File: config.mk
export PLATFORM = sky130hd
export DESIGN_NAME = pdm_decoder
export DESIGN_NICKNAME = d
export VERILOG_FILES = /design/src/rtl/pdm_decoder_pkg.sv /design/src/rtl/pdm_decoder_cic_integrator.sv /design/src/rtl/pdm_decoder.sv
export SDC_FILE = /design/constraint.sdc
export NUM_CORES = 1
export LEC_CHECK = 0
export CAP_MARGIN = 20
export CORE_MARGIN = 2
export CORE_UTILIZATION = 40
export CTS_BUF_LIST = sky130_fd_sc_hd__clkbuf_8
export CTS_CLUSTER_SIZE = 20
export DETAILED_ROUTE_END_ITERATION = 6
export PLACE_DENSITY = 0.65
export SLEW_MARGIN = 10
export SYNTH_ARGS = -nofsm -noshare
export SYNTH_HDL_FRONTEND = slang
export SYNTH_SLANG_ARGS = --single-unit
File: constraint.sdc
create_clock -name clock -period 6.4 [get_ports clock]
set_clock_uncertainty 0.1 [all_clocks]
set_input_delay 1.28 -clock clock [delete_from_list [all_inputs] [get_ports clock]]
set_output_delay 1.28 -clock clock [all_outputs]
set_load 0.02 [all_outputs]
File: src/rtl/pdm_decoder_pkg.sv
// pdm_decoder_pkg: shared constants and types for the PDM receive path.
// Holds the default CIC geometry used by pdm_decoder and the amplitude type
// shared with the PDM modulator on the transmit side.
package pdm_decoder_pkg;

  // Amplitude word shared by the modulator input and the decoder output.
  localparam int AMPLITUDE_BITS = 24;
  typedef logic [AMPLITUDE_BITS-1:0] amplitude_t;

  // Default decimation: R = 2**PDM_DECIMATION_LOG2 input bits per sample.
  localparam int PDM_DECIMATION_LOG2 = 8;

  // Default number of CIC integrator/comb stages.
  localparam int CIC_ORDER = 3;

  // Internal CIC width: the full gain R**ORDER plus one bit, so that the
  // all-ones input (gain exactly 2**(W-1)) is still representable.
  function automatic int cic_width(input int order, input int dec_log2);
    return order * dec_log2 + 1;
  endfunction

  localparam int CIC_WIDTH = cic_width(CIC_ORDER, PDM_DECIMATION_LOG2);

  // Accumulator word for the default geometry.
  typedef logic [CIC_WIDTH-1:0] cic_acc;

endpackage

File: src/rtl/pdm_decoder_cic_integrator.sv
// cic_integrator: one enabled, wrapping accumulator stage of the CIC
// decimator. Overflow wraps modulo 2**W on purpose; the comb section
// removes the wrap exactly, so saturating here would corrupt the output.
module cic_integrator
  import pdm_decoder_pkg::*;
#(
  parameter int W = CIC_WIDTH
) (
  input  logic         clock,
  input  logic         reset,
  input  logic         enable,
  input  logic [W-1:0] x,
  output logic [W-1:0] acc
);

  // Accumulate the stage input on every enabled cycle, hold otherwise.
  always_ff @(posedge clock or posedge reset) begin
    if (reset) begin
      acc <= '0;
    end else if (enable) begin
      acc <= acc + x;
    end
  end

endmodule

File: src/rtl/pdm_decoder.sv
// pdm_decoder: PDM bitstream to unsigned amplitude samples.
// ORDER-stage CIC decimator (registered integrator cascade, inline combs),
// decimation by R = 2**DECIMATION_LOG2, saturating scaler, one-cycle
// out_valid strobe one clock after each decimation tick.
// Optional build macro PDM_DECODER_SETTLE_EN: when defined, the first ORDER
// ticks after reset produce no out_valid and leave out at 0, hiding the
// partial values produced while the comb delays fill.
module pdm_decoder
  import pdm_decoder_pkg::*;
#(
  parameter int NBITS           = AMPLITUDE_BITS,
  parameter int ORDER           = CIC_ORDER,
  parameter int DECIMATION_LOG2 = PDM_DECIMATION_LOG2
) (
  input  logic             clock,
  input  logic             reset,
  input  logic             enable,
  input  logic             din,
  output logic [NBITS-1:0] out,
  output logic             out_valid
);

  localparam int W     = cic_width(ORDER, DECIMATION_LOG2);
  localparam int SHIFT = W - 1 - NBITS;

  localparam logic [DECIMATION_LOG2-1:0] CNT_LAST = '1;
  localparam logic [W-1:0]               D_FULL   = {1'b1, {(W-1){1'b0}}};

  if (ORDER < 1 || ORDER > 5) begin : g_bad_order
    $error("pdm_decoder: ORDER must be in 1..5");
  end
  if (ORDER * DECIMATION_LOG2 < NBITS) begin : g_bad_width
    $error("pdm_decoder: ORDER*DECIMATION_LOG2 must be >= NBITS");
  end

  logic [W-1:0] integ    [ORDER];
  logic [W-1:0] integ_in [ORDER];

  // Registered cascade: each stage adds the previous stage's old value.
  for (genvar k = 0; k < ORDER; k++) begin : g_integ
    if (k == 0) begin : g_first
      assign integ_in[k] = W'(din);
    end else begin : g_next
      assign integ_in[k] = integ[k-1];
    end

    cic_integrator #(
      .W(W)
    ) u_integ (
      .clock  (clock),
      .reset  (reset),
      .enable (enable),
      .x      (integ_in[k]),
      .acc    (integ[k])
    );
  end

  logic [DECIMATION_LOG2-1:0] dec_cnt;
  logic                       tick;

  assign tick = enable && (dec_cnt == CNT_LAST);

  // Decimation counter: counts enabled bits, wraps R-1 -> 0 naturally.
  always_ff @(posedge clock or posedge reset) begin
    if (reset) begin
      dec_cnt <= '0;
    end else if (enable) begin
      dec_cnt <= dec_cnt + 1'b1;
    end
  end

  // Comb chain is combinational from the last integrator's current value;
  // only the delay registers are clocked, and only on a tick.
  logic [W-1:0] comb_prev [ORDER];
  logic [W-1:0] comb_x    [ORDER+1];

  assign comb_x[0] = integ[ORDER-1];

  for (genvar k = 0; k < ORDER; k++) begin : g_comb
    assign comb_x[k+1] = comb_x[k] - comb_prev[k];
  end

  // Comb delay update: each stage remembers its input from this tick.
  always_ff @(posedge clock or posedge reset) begin
    if (reset) begin
      for (int k = 0; k < ORDER; k++) begin
        comb_prev[k] <= '0;
      end
    end else if (tick) begin
      for (int k = 0; k < ORDER; k++) begin
        comb_prev[k] <= comb_x[k];
      end
    end
  end

  // Scaling: the comb output tops out at exactly 2**(W-1) for an all-ones
  // stream; that single value would wrap to 0 after truncation, so clamp it.
  logic [W-1:0]     comb_d;
  logic [NBITS-1:0] scaled;

  assign comb_d = comb_x[ORDER];

  // Saturating shift of the comb output down to NBITS.
  always_comb begin
    scaled = comb_d[W-2:SHIFT];
    if (comb_d == D_FULL) begin
      scaled = '1;
    end
  end

  logic settled;

`ifdef PDM_DECODER_SETTLE_EN
  logic [2:0] settle_cnt;

  assign settled = (settle_cnt == 3'(ORDER));

  // Count ticks after reset until the comb delays hold real history.
  always_ff @(posedge clock or posedge reset) begin
    if (reset) begin
      settle_cnt <= '0;
    end else if (tick && !settled) begin
      settle_cnt <= settle_cnt + 1'b1;
    end
  end
`else
  assign settled = 1'b1;
`endif

  // Output register: new sample and strobe on the edge that ends a tick.
  always_ff @(posedge clock or posedge reset) begin
    if (reset) begin
      out       <= '0;
      out_valid <= 1'b0;
    end else begin
      out_valid <= tick && settled;
      if (tick) begin
        out <= settled ? scaled : '0;
      end
    end
  end

endmodule
==> results of run 1 <==
==> cell families (layout without fill, tap and decap cells) <==
family,after synthesis,in the layout,share of synthesized area (%)
AO/OA/AOI/OAI,391,391,19.3
AND/OR/NAND/NOR,369,369,13.7
flip-flops,183,183,35.6
buffers and inverters,149,197,4.49
XOR/XNOR,130,130,8.92
adder cells (fa/ha/maj),128,128,12.8
multiplexers,61,61,5.20
==> per-layer routing <==
metal / wire length [um] / share of wire (%) / vias to the layer above
li1: - / - / 5052
met1: 12100 / 49 / 4567
met2: 11600 / 47 / 124
met3: 525 / 2.1 / 27
met4: 397 / 1.6 / 0
met5: 0 / 0 / -
==> critical path, delay by kind of cell (launching register included) <==
family	cells	cell delay, ns
compound gates	13	2.35
simple gates	10	1.74
fa+ha+maj	3	0.94
flops	1	0.41
xor+xnor	2	0.24
buf+inv	1	0.22
==> Yosys cell counts, types with 17 or more instances <==
cell / number
a21o_1: 50
a21oi_1: 96
clkbuf_1: 27
dfrtp_1: 183
ha_1: 123
inv_1: 112
mux2_2: 46
nand2_1: 136
nand2_2: 20
nand3_1: 27
nand4_1: 18
nor2_1: 76
o21a_1: 17
o21ai_0: 126
xnor2_1: 94
xor2_1: 35
==> power by group through the flow <==
stage               combinational [mW]  clock [mW]  sequential [mW]
floorplan                         2.81           0             1.52
global placement                  3.37           0             1.57
detailed placement                3.42           0             1.58
CTS                               3.46       0.841             1.56
global route                      4.10       0.890             1.59
finish                            3.67       0.809             1.56
==> registers in the layout, summed over array words and instances, names as in the netlist <==
register,count
out_valid,1
g_integ.u_integ.acc,75
out,24
dec_cnt,8
comb_prev,75
==> timing repair <==
item	CTS	global route
resized for setup	1	60
endpoints found under the setup margin	18	24
gates cloned	0	3
pin swaps	1	16
setup buffers	0	7
==> area by class of cell <==
| type | instances | area (um^2) | area share, % |
|---|---|---|---|
| multi-input cells | 1079 | 7990 | 55.4 |
| flip-flops and latches | 183 | 4580 | 31.8 |
| repair buffers | 53 | 514 | 3.57 |
| well taps | 402 | 503 | 3.49 |
| inverters | 112 | 425 | 2.95 |
| clock buffers | 17 | 234 | 1.62 |
| clock inverters | 15 | 174 | 1.21 |
==> through the flow <==
step | TNS (ns) | std cells | worst slack, ns | cell area, um^2 | hold WS, ns
2_1_floorplan | 0 | 1411 | 0.0480 | 12800 | 0.338
3_3_place_gp | 0 | 1819 | 0.111 | 13600 | 0.361
3_5_place_dp | 0 | 1819 | 0.0459 | 13600 | 0.363
4_1_cts | 0 | 1851 | 0.0168 | 14000 | 0.385
5_1_grt | -1.19 | 1861 | -0.0678 | 14400 | 0.411
6_report | 0 | 1861 | 0.327 | 14400 | 0.383
==> path summary, 6_finish.rpt <==
| kind | startpoint | end |
|---|---|---|
| max | g_integ[2].u_integ.acc[1] | out[22] |
| min | dec_cnt[7] | dec_cnt[7] |
| max reg2reg | g_integ[2].u_integ.acc[1] | out[22] |
| min reg2reg | dec_cnt[7] | dec_cnt[7] |
| max in group asynchronous | reset | g_integ[0].u_integ.acc[15] |
| min in group asynchronous | reset | comb_prev[28] |
==> results.tsv, run 1 <==
stage	metric	value	unit
logic_synthesis	synth unique cells	72	
place	gpl congestion	0.827	
power	Pleak	6.96	nW
logic_synthesis	sequential fraction of the synthesis area	35.6	%
clock_tree	CTS Hold Bufs	0	
critical_path	Worst Setup Start Kind	flip-flop	
drt	post-route ant nets	0	
drt	vias per cell	5.25	
global_routing	first-pass GRT wire length	42600	um
logic_synthesis	share of synthesized flip-flops with an asynchronous set or reset	100	%
finish	Inserted Diodes	0	
global_routing	met1 Usage GRT	19.7	%
clock_tree	worst skew pair latency	0.47	ns
global_routing	met3 GRT Util	2.60	%
floorplanning	Starting Density	40.7	%
global_routing	number of global-route vias before repair	9313	
drt	WL final	24600	um
critical_path	Setup CP Type	reg -> reg	
critical_path	CP Data Required Time	6.71	ns
global_routing	largest net degree at the start of global routing	85	
sta	final hold vios	0	
logic_synthesis	Yosys top cell area share	35.6	%
critical_path	Reg2Reg Depth	29	
critical_path	Worst path slowest cell	dfrtp_1	
floorplanning	die height	183	um
sta	Tmin final	6.07	ns
sta	relative slew slack	47.2	%
min_path	Min-Delay Path Class	reg -> reg	
power	logic gate share of total power	60.8	%
floorplanning	die area	33600	um^2
power	Internal Power	3.36	mW
finish	Nets	1578	
sta	fin. max-slew vios	0	
finish	final core occ	45.7	%
clock_tree	cts bufs inserted	17	
critical_path	Crit. End Element	flip-flop	
sta	fmax	165	MHz
drt	Initial DRC Count	570	
global_routing	Tot GR Track Use	15.0	%
global_routing	global route overflow	0	
finish	layout cells sized above 1	13.3	%
job	max-cap violations	0	
logic_synthesis	Mapped Area	12800	um^2
global_routing	initial antenna violation count	0	
clock_tree	H-tree depth reported by CTS	4	
sta	fin crit share	94.9	%
logic_synthesis	number of flops mapped to enable cells by yosys	0	
logic_synthesis	top cells by area, synth	dfrtp_1, ha_1, xnor2_1	
floorplanning	core area	31600	um^2
power	Worst VDD drop	0.000159	V
global_routing	grt met2 use	25.5	%
clock_tree	Clock Tree Buf Depth	2	
logic_synthesis	ys flop type	dfrtp_1	
power	Power Total	6.04	mW
drt	DR pass1 iterations	5	
logic_synthesis	syn_nets	1543	
global_routing	GRT busiest layer	met2	
critical_path	max incr delay on CP	0.41	ns
power	Power Dens Cells	419	nW/um^2
drt	wire per inst	13.2	um
power	Reg power frac	25.8	%
clock_tree	clk root buf	clkbuf_8	
drt	DR vias	9770	
finish	fill cell count	3037	
power	switching pwr	2.68	mW
floorplanning	io pins	29	
clock_tree	TritonCTS sink count	183	
power	Sw Share	44.3	%
floorplanning	die width	183	um
critical_path	Worst EP arrival	6.38	ns
finish	most frequent cells in the layout	dfrtp_1, nand2_1, o21ai_0, ha_1, inv_1	
logic_synthesis	Gate Count Post-Synth	1411	
logic_synthesis	Synth area leader	dfrtp_1	
clock_tree	CTS tree	done	
critical_path	peak fanout along the critical path	6	
critical_path	setup slack, reg-to-reg	0.33	ns
sta	RSZ-0062 raised after global routing	yes	
floorplanning	std cell rows	65	
run_status	status	completed	
finish	area grow syn2layout	12.2	%
logic_synthesis	Ys Warns	0	
min_path	Hold Crit Depth	1	
drt	drc violations	0	
sta	final setup fails	0	
place	DP Wirelength	17800	um
finish	most common cell after layout, fill and taps aside	dfrtp_1	
power	Clock Power Share	13.4	%
clock_tree	register clock-pin slew on the reported worst setup and hold paths	0.12	ns
place	IO Port Bufs	28	
sta	Tightest Pin Transition	0.791	ns
logic_synthesis	Mean Syn Cell Area	9.11	um^2
logic_synthesis	FF+latch count, synth	183	
(Power assumes the default switching activity.)
==> inputs of run 2 (changes only) <==
- ABC_AREA: default -> 1
- CORE_UTILIZATION: 40 -> 35
- PLACE_DENSITY: 0.65 -> 0.59
==> results.tsv, run 2 <==
stage	metric	value	unit	change
run_status	status	completed		
critical_path	cell family with the largest share of critical-path delay	simple AND/OR/NAND/NOR gates		
drt	WL final	33500	um	+36%
critical_path	CP Data Required Time	6.72	ns	about the same
logic_synthesis	Ys Warns	0		unchanged
logic_synthesis	synth unique cells	50		-31%
place	gpl congestion	0.914		+11%
logic_synthesis	FF+latch count, synth	183		unchanged
logic_synthesis	largest family of logic cells by synthesized area	simple AND/OR/NAND/NOR gates		
place	IO Port Bufs	28		unchanged
logic_synthesis	cell with the most instances after synthesis	nand2_1		
logic_synthesis	top cells by area, synth	dfrtp_1, nand2_1, ha_1		
power	Pleak	7.52	nW	+8.1%
logic_synthesis	Synth Area in XOR/XNOR	6.39	%	-2.5 points
floorplanning	io pins	29		unchanged
drt	met1 wire length	15400	um	+27%
critical_path	peak fanout along the critical path	24		+18
global_routing	number of global-route vias before repair	11900		+28%
logic_synthesis	Mapped Area	13800	um^2	+7.5%
critical_path	Crit. End Element	flip-flop		
floorplanning	core area	38800	um^2	+23%
critical_path	max incr delay on CP	0.41	ns	about the same
global_routing	global route overflow	0		unchanged
floorplanning	std cell rows	72		+11%
sta	Tightest Pin Transition	0.965	ns	+0.173 ns
drt	post-route ant nets	0		unchanged
sta	final hold vios	0		unchanged
finish	layout cells sized above 1	6.59	%	-6.7 points
logic_synthesis	post-synthesis simple-gate area fraction	24.2	%	+10 points
finish	most frequent cells in the layout	nand2_1, inv_1, dfrtp_1, o21ai_0, nor2_1		
clock_tree	CTS tree	done		
logic_synthesis	Yosys top cell area share	33.1	%	-2.5 points
sta	relative slew slack	35.7	%	-12 points
power	Power Total	5.57	mW	-7.9%
logic_synthesis	sequential fraction of the synthesis area	33.1	%	-2.5 points
global_routing	largest net degree at the start of global routing	111		+31%
drt	DR vias	11800		+21%
logic_synthesis	Synth area leader	dfrtp_1		
finish	area grow syn2layout	8.68	%	
clock_tree	post-CTS sizing	0		-1
clock_tree	TritonCTS sink count	183		unchanged
clock_tree	worst skew pair latency	0.50	ns	+0.03 ns
logic_synthesis	syn_nets	1983		+29%
sta	RSZ-0062 raised after global routing	no		
clock_tree	CTS Hold Bufs	0		unchanged
clock_tree	setup bufs post-CTS	0		unchanged
logic_synthesis	number of flops mapped to enable cells by yosys	0		unchanged
critical_path	Most common cell on crit path	nand2_1		
drt	DR top layer	met4		
logic_synthesis	Gate Count Post-Synth	1851		+31%
drt	Met3 Wirelength	837	um	+59%
critical_path	Setup CP Type	reg -> reg		
logic_synthesis	Mean Syn Cell Area	7.47	um^2	-18%
critical_path	Worst path slowest cell	fa_1		
power	Worst VDD drop	0.000171	V	+7.5%
logic_synthesis	Synth Area in Compound Gates	16.8	%	-2.5 points
sta	fmax	173	MHz	+5.1%
job	max-cap violations	0		unchanged
floorplanning	die height	203	um	+11%
global_routing	first-pass GRT wire length	57400	um	+35%
sta	setup TNS	0	ns	unchanged
finish	most common cell after layout, fill and taps aside	nand2_1		
global_routing	initial antenna violation count	0		unchanged
clock_tree	register clock-pin slew on the reported worst setup and hold paths	0.10	ns	-0.02 ns
power	Power Dens Cells	371	nW/um^2	-12%
sta	fin crit share	90.3	%	-4.6 points
clock_tree	clk root buf	clkbuf_8		
min_path	Min-Delay Path Class	reg -> reg		
drt	met2 WL	16400	um	+41%
drt	wire per inst	13.9	um	+5.4%
drt	Initial DRC Count	469		-18%
critical_path	Worst EP arrival	6.10	ns	-0.28 ns
floorplanning	die width	203	um	+11%
place	DP Wirelength	26000	um	+46%
sta	final setup fails	0		unchanged
clock_tree	cts bufs inserted	17		unchanged
floorplanning	die area	41100	um^2	+22%
logic_synthesis	share of synthesized flip-flops with an asynchronous set or reset	100	%	unchanged
critical_path	Worst Setup Start Kind	flip-flop		
finish	Inserted Diodes	0		unchanged
floorplanning	Starting Density	35.6	%	-5.1 points
clock_tree	H-tree depth reported by CTS	4		unchanged
clock_tree	Clock Tree Buf Depth	2		unchanged
finish	Top Registers	comb_prev x75, g_integ.u_integ.acc x75, out x24		
sta	Tmin final	5.78	ns	-0.292 ns
sta	hold slack final	0.388	ns	+0.00463 ns
logic_synthesis	adder-cell area share of the yosys netlist	11.9	%	-0.89 points
global_routing	Tot GR Track Use	17.0	%	+2.1 points
drt	DR pass1 iterations	7		+2
sta	fin. max-slew vios	0		unchanged
logic_synthesis	top cells by count, synth	nand2_1, inv_1, dfrtp_1, o21ai_0, nor2_1		
drt	drc violations	0		unchanged
drt	vias per cell	4.93		-6.1%
critical_path	Bufs and invs on worst path	5		+4
logic_synthesis	ys flop type	dfrtp_1		
logic_synthesis	mux share of post-synthesis cell area	0	%	-5.2 points
finish	Nets	2000		+27%
## run 2: cell count changes in the layout (fill, tap and decap cells not counted), moves of 15 or more
cell | previous run | this run
nand2_1 | 135 | 432
inv_1 | 110 | 226
nor2_1 | 75 | 159
nand3_1 | 27 | 79
a21oi_1 | 82 | 133
xnor2_1 | 86 | 36
o21ai_0 | 122 | 169
mux2_2 | 46 | 0
a21o_1 | 50 | 9
xor2_1 | 34 | 63
a21oi_4 | 0 | 20
buf_4 | 21 | 6
mux2i_1 | 15 | 0
## run 2: per-stage QoR
| step | utilization (%) | setup slack (ns) | cell area, um^2 | std cells |
|---|---|---|---|---|
| 2_1_floorplan | - | 0.0480 | 13800 | 1851 |
| 3_3_place_gp | 37.6 | 0.505 | 14600 | 2367 |
| 3_5_place_dp | 37.6 | 0.348 | 14600 | 2367 |
| 4_1_cts | 38.6 | 0.318 | 15000 | 2399 |
| 5_1_grt | 38.7 | 0.0450 | 15000 | 2399 |
| 6_report | 38.7 | 0.619 | 15000 | 2399 |
## run 2: final timing paths
path                                                 from  cells past startpoint            end  slack [ns]
worst max-delay path            g_integ[2].u_integ.acc[0]                     32        out[20]        0.62
worst min-delay path                        comb_prev[73]                      2  comb_prev[73]        0.39
worst max register to register  g_integ[2].u_integ.acc[0]                     32        out[20]        0.62
worst min register to register              comb_prev[73]                      2  comb_prev[73]        0.39
max in group asynchronous                           reset                      3        out[23]        3.87
min in group asynchronous                           reset                      2  comb_prev[29]        1.18
## run 2: per-layer routing
metal  up-vias  global-route usage [%]
li1       6128                       -
met1      5494                    20.8
met2       159                    30.5
met3        47                    2.28
met4         0                    6.23
met5         -                       0
## run 2: cells by family (layout without fill, tap and decap cells)
family | after synthesis | after routing
simple gates | 781 | 781
compound gates | 390 | 390
buf+inv | 269 | 299
flops | 183 | 183
fa+ha+maj | 128 | 128
xor+xnor | 100 | 100
## run 2: worst min-delay path, cell delays in order, from the launching register on
cell	delay (ns)
dfrtp_1	0.35
nand2_1	0.05
o21ai_0	0.06
## run 2: area by class of cell
class                   instances  area, um^2
fillers                      4049       23800
well taps                     518         648
clock buffers                  20         275
multi-input cells            1399        8210
clock inverters                12         103
flip-flops and latches        183        4580
inverters                     233         886
repair buffers                 34         320
## run 2: where the power goes
group | switching, mW | internal [mW]
Clock | 0.446 | 0.337
Combinational | 2.08 | 1.16
Sequential | 0.212 | 1.34
Total | 2.73 | 2.83
